## src/rtl/params_pkg.sv

```systemverilog
// Shared bus widths and access-size encoding for the CPU/memory interface.
package params_pkg;

  localparam int ADDR_WIDTH = 32;
  localparam int DATA_WIDTH = 32;

  typedef enum logic [1:0] {
    SIZE_BYTE = 2'd0,
    SIZE_HALF = 2'd1,
    SIZE_WORD = 2'd2
  } access_size_t;

endpackage

```

## src/rtl/mem_latency_ctrl.sv

```systemverilog
// Single-outstanding request controller that delays CPU accesses by a fixed
// latency before issuing them to imem, and returns read data as a one-cycle pulse.
module mem_latency_ctrl #(
  parameter int LATENCY    = 4,
  parameter int ADDR_WIDTH = params_pkg::ADDR_WIDTH,
  parameter int DATA_WIDTH = params_pkg::DATA_WIDTH
) (
  input  logic                           clk_i,
  input  logic                           rst_i,
  input  logic                           rd_req_valid_i,
  input  logic                           wr_req_valid_i,
  input  logic                           req_is_instr_i,
  input  logic [ADDR_WIDTH-1:0]          req_address_i,
  input  logic [DATA_WIDTH-1:0]          wr_data_i,
  input  params_pkg::access_size_t       req_access_size_i,
  output logic                           data_valid_o,
  output logic                           data_is_instr_o,
  output logic [DATA_WIDTH-1:0]          data_o,
  output logic                           busy_o,
  output logic                           mem_rd_req_valid_o,
  output logic                           mem_wr_req_valid_o,
  output logic                           mem_req_is_instr_o,
  output logic [ADDR_WIDTH-1:0]          mem_address_o,
  output logic [DATA_WIDTH-1:0]          mem_wr_data_o,
  output params_pkg::access_size_t       mem_access_size_o,
  input  logic                           mem_data_valid_i,
  input  logic                           mem_data_is_instr_i,
  input  logic [DATA_WIDTH-1:0]          mem_data_i,
  output logic [31:0]                    rd_count_o,
  output logic [31:0]                    wr_count_o,
  output logic                           dropped_o
);

  localparam int CNT_W = (LATENCY < 1) ? 1 : $clog2(LATENCY + 1);
  localparam logic [CNT_W-1:0] CNT_INIT = CNT_W'(LATENCY);
  localparam logic [CNT_W-1:0] CNT_LAST = CNT_W'(1);

  localparam logic [2:0] S_IDLE      = 3'd0;
  localparam logic [2:0] S_WAIT      = 3'd1;
  localparam logic [2:0] S_ISSUE     = 3'd2;
  localparam logic [2:0] S_RESP_WAIT = 3'd3;
  localparam logic [2:0] S_RESP      = 3'd4;

  logic [2:0]               state;
  logic [CNT_W-1:0]         cnt;
  logic                     req_wr;
  logic                     req_instr;
  logic [ADDR_WIDTH-1:0]    req_addr;
  logic [DATA_WIDTH-1:0]    req_wdata;
  params_pkg::access_size_t req_size;
  logic [DATA_WIDTH-1:0]    resp_data;
  logic                     resp_instr;
  logic [31:0]              rd_count;
  logic [31:0]              wr_count;
  logic                     dropped;

  logic any_req;
  assign any_req = rd_req_valid_i || wr_req_valid_i;

  always_ff @(posedge clk_i) begin
    if (rst_i) begin
      // NOTE: non-blocking assignments throughout, so every register sees pre-edge values regardless of statement order.
      state      <= S_IDLE;
      cnt        <= '0;
      req_wr     <= 1'b0;
      req_instr  <= 1'b0;
      req_addr   <= '0;
      req_wdata  <= '0;
      req_size   <= params_pkg::SIZE_BYTE;
      resp_data  <= '0;
      resp_instr <= 1'b0;
      rd_count   <= '0;
      wr_count   <= '0;
      dropped    <= 1'b0;
    end else begin
      case (state)
        S_IDLE: begin
          if (any_req) begin
            // A simultaneous read and write keeps the read and drops the write.
            req_wr    <= !rd_req_valid_i;
            req_instr <= req_is_instr_i;
            req_addr  <= req_address_i;
            req_wdata <= wr_data_i;
            req_size  <= req_access_size_i;
            cnt       <= CNT_INIT;
            state     <= (LATENCY == 0) ? S_ISSUE : S_WAIT;
            if (rd_req_valid_i && wr_req_valid_i) dropped <= 1'b1;
          end
        end
        S_WAIT: begin
          cnt <= cnt - CNT_LAST;
          if (cnt == CNT_LAST) state <= S_ISSUE;
        end
        S_ISSUE: begin
          if (req_wr) begin
            wr_count <= wr_count + 32'd1;
            state    <= S_IDLE;
          end else if (mem_data_valid_i) begin
            // Zero-latency imem answers in the issue cycle itself.
            resp_data  <= mem_data_i;
            resp_instr <= mem_data_is_instr_i;
            state      <= S_RESP;
          end else begin
            state <= S_RESP_WAIT;
          end
        end
        S_RESP_WAIT: begin
          if (mem_data_valid_i) begin
            resp_data  <= mem_data_i;
            resp_instr <= mem_data_is_instr_i;
            state      <= S_RESP;
          end
        end
        S_RESP: begin
          rd_count <= rd_count + 32'd1;
          state    <= S_IDLE;
        end
        default: state <= S_IDLE;
      endcase

      if ((state != S_IDLE) && any_req) dropped <= 1'b1;
    end
  end

  assign busy_o             = (state != S_IDLE);
  assign data_valid_o       = (state == S_RESP);
  assign data_is_instr_o    = resp_instr;
  assign data_o             = resp_data;
  assign mem_rd_req_valid_o = (state == S_ISSUE) && !req_wr;
  assign mem_wr_req_valid_o = (state == S_ISSUE) && req_wr;
  assign mem_req_is_instr_o = req_instr;
  assign mem_address_o      = req_addr;
  assign mem_wr_data_o      = req_wdata;
  assign mem_access_size_o  = req_size;
  assign rd_count_o         = rd_count;
  assign wr_count_o         = wr_count;
  assign dropped_o          = dropped;

endmodule

```

## config.mk

```make
export PLATFORM = sky130hd
export DESIGN_NAME = mem_latency_ctrl
export DESIGN_NICKNAME = d
export VERILOG_FILES = /design/src/rtl/params_pkg.sv /design/src/rtl/mem_latency_ctrl.sv
export SDC_FILE = /design/constraint.sdc
export NUM_CORES = 1
export LEC_CHECK = 0
export CAP_MARGIN = 5
export CORE_ASPECT_RATIO = 0.8
export CORE_MARGIN = 10
export CORE_UTILIZATION = 45
export CTS_BUF_LIST = sky130_fd_sc_hd__clkbuf_4
export DETAILED_ROUTE_END_ITERATION = 7
export GPL_ROUTABILITY_DRIVEN = 1
export PLACE_DENSITY_LB_ADDON = 0.08
export SLEW_MARGIN = 20
export SYNTH_ARGS = -nofsm -noshare
export SYNTH_HDL_FRONTEND = slang
export SYNTH_SLANG_ARGS = --single-unit
```

## constraint.sdc

```tcl
create_clock -name clk_i -period 3.7 [get_ports clk_i]
set_input_delay 0.74 -clock clk_i [delete_from_list [all_inputs] [get_ports clk_i]]
set_output_delay 0.74 -clock clk_i [all_outputs]
set_load 0.02 [all_outputs]
```

==> flow_metrics.tcl <==
set metrics [dict create \
    p_per_area_nw_per_um2 429 \
    numPortBuffers 273 \
    arrival_ns 2.49 \
    power_frac_seq 0.487 \
    fillers 1288 \
    place_inst 1257 \
    yosysSeqAreaShare 0.508 \
    clkPwrFrac 0.276 \
    finClkSkew_ns 0.0186 \
    yosys_warnings 0 \
    wl_um 21500 \
    hold_ws_ns 0.461 \
    antenna_left 0 \
    start_util 0.456 \
    finalMaxSlewViolations 0 \
    async_reset_ff_frac 0 \
    yosysTopAreaCellShare 0.508 \
    clk_pin_slew_ns 0.12 \
    worstSetupPathType "reg2out" \
    period_needed_ns 3.23 \
    htreeDepth 4 \
    wl_per_cell_um 16.7 \
    peakVddDrop_uv 261 \
    synthDistinctLibCells 38 \
    finalCritPeriodShare 0.872 \
    ys_seq_elements 172 \
    cts_setup_buffers 0 \
    clock_latency_ns 0.56 \
    core_area_um2 14900 \
    final_cell_mix "272 x clkdlybuf4s50_1, 226 x nand2_1, 172 x dfxtp_1, 150 x a21oi_1, 29 x or4_1" \
    cts_buffers 17 \
    synth_area_leaders "dfxtp_1 51%, nand2_1 13%, a21oi_1 11%" \
    p_int_uw 2990 \
    postSynthNetCount 955 \
    synth_area_um2 6770 \
    vias 6595 \
    viasPerCell 5.12 \
    yosysTopAreaCell "dfxtp_1" \
    slew_headroom 0.495 \
    cp.required_ns 2.96 \
    cts_root_buffer "clkbuf_4" \
    fmax_mhz 310 \
    instances_no_fill 1288 \
    ctsHoldBuffers 0 \
    tightest_slew_ns 0.757 \
    first_pass_iters 4 \
    drt_iter0_drc 360 \
    die-height_um 130 \
    cts_sinks 172 \
    dieArea_um2 20400 \
    synth.avg_cell_area_um2 8.01 \
    setup_viol 0 \
    grt_usage 0.203 \
    switchingPower_uw 1260 \
    place_hpwl_um 15500 \
    multi_input_area_um2 3060 \
    grt_pass1_vias 6093 \
    worstPathMaxFanout 12 \
    grt.overflow.total 0 \
    status "completed" \
    placed_cell_area_um2 9600 \
    fin_util 0.666 \
    finalSetupTns_ns 0 \
    synth_ff_type "dfxtp_1" \
    ctsResizeCount 0 \
    hold_viol 0 \
    drc 0 \
    cp-start-kind "register" \
    regArea_um2 3440 \
    p_leak_uw 0.00333 \
    placementRows 40 \
    swShare 0.296 \
    cp-end-kind "output port" \
    stdcell_area_um2 9900 \
    cts_buffer_depth 2 \
    gp_congestion 0.789 \
    finalNetCount 1196 \
    area_growth_pct 46.2 \
    rsz0062_at_grt "false" \
    cts_tree "built" \
    grt_pass1_wl_um 32900 \
    syn_inst 846 \
    power_frac_comb 0.237 \
    antenna_found_initial 1 \
    final_common_cell "clkdlybuf4s50_1" \
    grt_max_degree 80 \
    synth_edf_count 0 \
    drive_gt1_frac 0.0401 \
    num_io_pins 274 \
    die_x_um 157 \
    maxCapViolCount 0 \
    hold_class "reg2reg" \
]
## critical path: stages (launching register included)
cell and delay [ns]:
dfxtp_1 0.55, or3b_1 0.51, inv_1 0.22, clkdlybuf4s50_1 0.66
## path summary, 6_finish.rpt
path | from | endpoint | slack, ns | cells past startpoint
setup reg to reg | state[2] | rd_count_o[28] | 0.98 | 4
hold reg to reg | mem_wr_data_o[22] | mem_wr_data_o[22] | 0.46 | 2
setup / recovery | state[2] | data_valid_o | 0.47 | 3
hold / removal | mem_wr_data_o[22] | mem_wr_data_o[22] | 0.46 | 2
## state kept, by name, indices dropped and copies added (netlist names)
| signal | cells |
|---|---|
| req_wr | 1 |
| mem_access_size_o | 2 |
| mem_address_o | 32 |
| mem_req_is_instr_o | 1 |
| dropped_o | 1 |
| data_is_instr_o | 1 |
| wr_count_o | 32 |
| cnt | 3 |
| state | 3 |
| rd_count_o | 32 |
| data_o | 32 |
| mem_wr_data_o | 32 |
## logic make-up after synthesis
family,synth area share
flip-flops,0.508
adder cells (fa/ha/maj),0.00739
buffers and inverters,0.0434
multiplexers,0.00166
XOR/XNOR,0.0259
AND/OR/NAND/NOR,0.258
AO/OA/AOI/OAI,0.156
## cells in the mapped netlist, types with 2 or more instances
master,n
nand3_1,20
nor4_1,3
or4_1,29
nand2_1,226
nor2_1,28
a21oi_1,150
xor2_1,8
buf_1,5
or2_2,2
and2_1,3
o31ai_1,22
inv_1,16
nor2b_1,2
or3_1,22
o21ai_0,22
nand4_1,16
and4_1,5
ha_1,4
nand2b_1,2
nor3_1,9
dfxtp_1,172
xnor2_1,12
buf_2,3
or3b_2,2
and3_1,3
clkbuf_1,48
## power by group through the flow
stage / Combinational, µW / Clock, µW / Sequential [µW]
final: 1010 / 1170 / 2070
after global routing: 1100 / 1280 / 2090
after CTS: 1020 / 1210 / 2070
after detailed placement: 1020 / 0 / 2110
after global placement: 1020 / 0 / 2100
after floorplan: 376 / 0 / 2250
## layout make-up
class / instances / area share
clock inverter: 9 / 0.0148
inverter: 17 / 0.00644
tap: 189 / 0.0239
timing repair buffer: 280 / 0.282
multi-input combinational: 599 / 0.309
antenna: 1 / 0.000253
sequential: 172 / 0.348
clock buffer: 21 / 0.0159
## through the flow
step | setup WS (ns) | power [µW]
floorplan | 1.44 | 2630
global placement | 1.07 | 3120
detailed placement | 1.00 | 3130
CTS | 0.419 | 4300
global route | 0.286 | 4470
finish | 0.473 | 4250
## routing by layer
layer  vias to the layer above  track usage  part of all wire
met4                         0       0.0532            0.0095
met2                       196        0.332              0.48
met1                      2998        0.220              0.39
met5                         -            0                 0
met3                        15        0.119              0.12
li1                       3386            -                 -
Note: power is estimated with default switching activity, not from simulation.
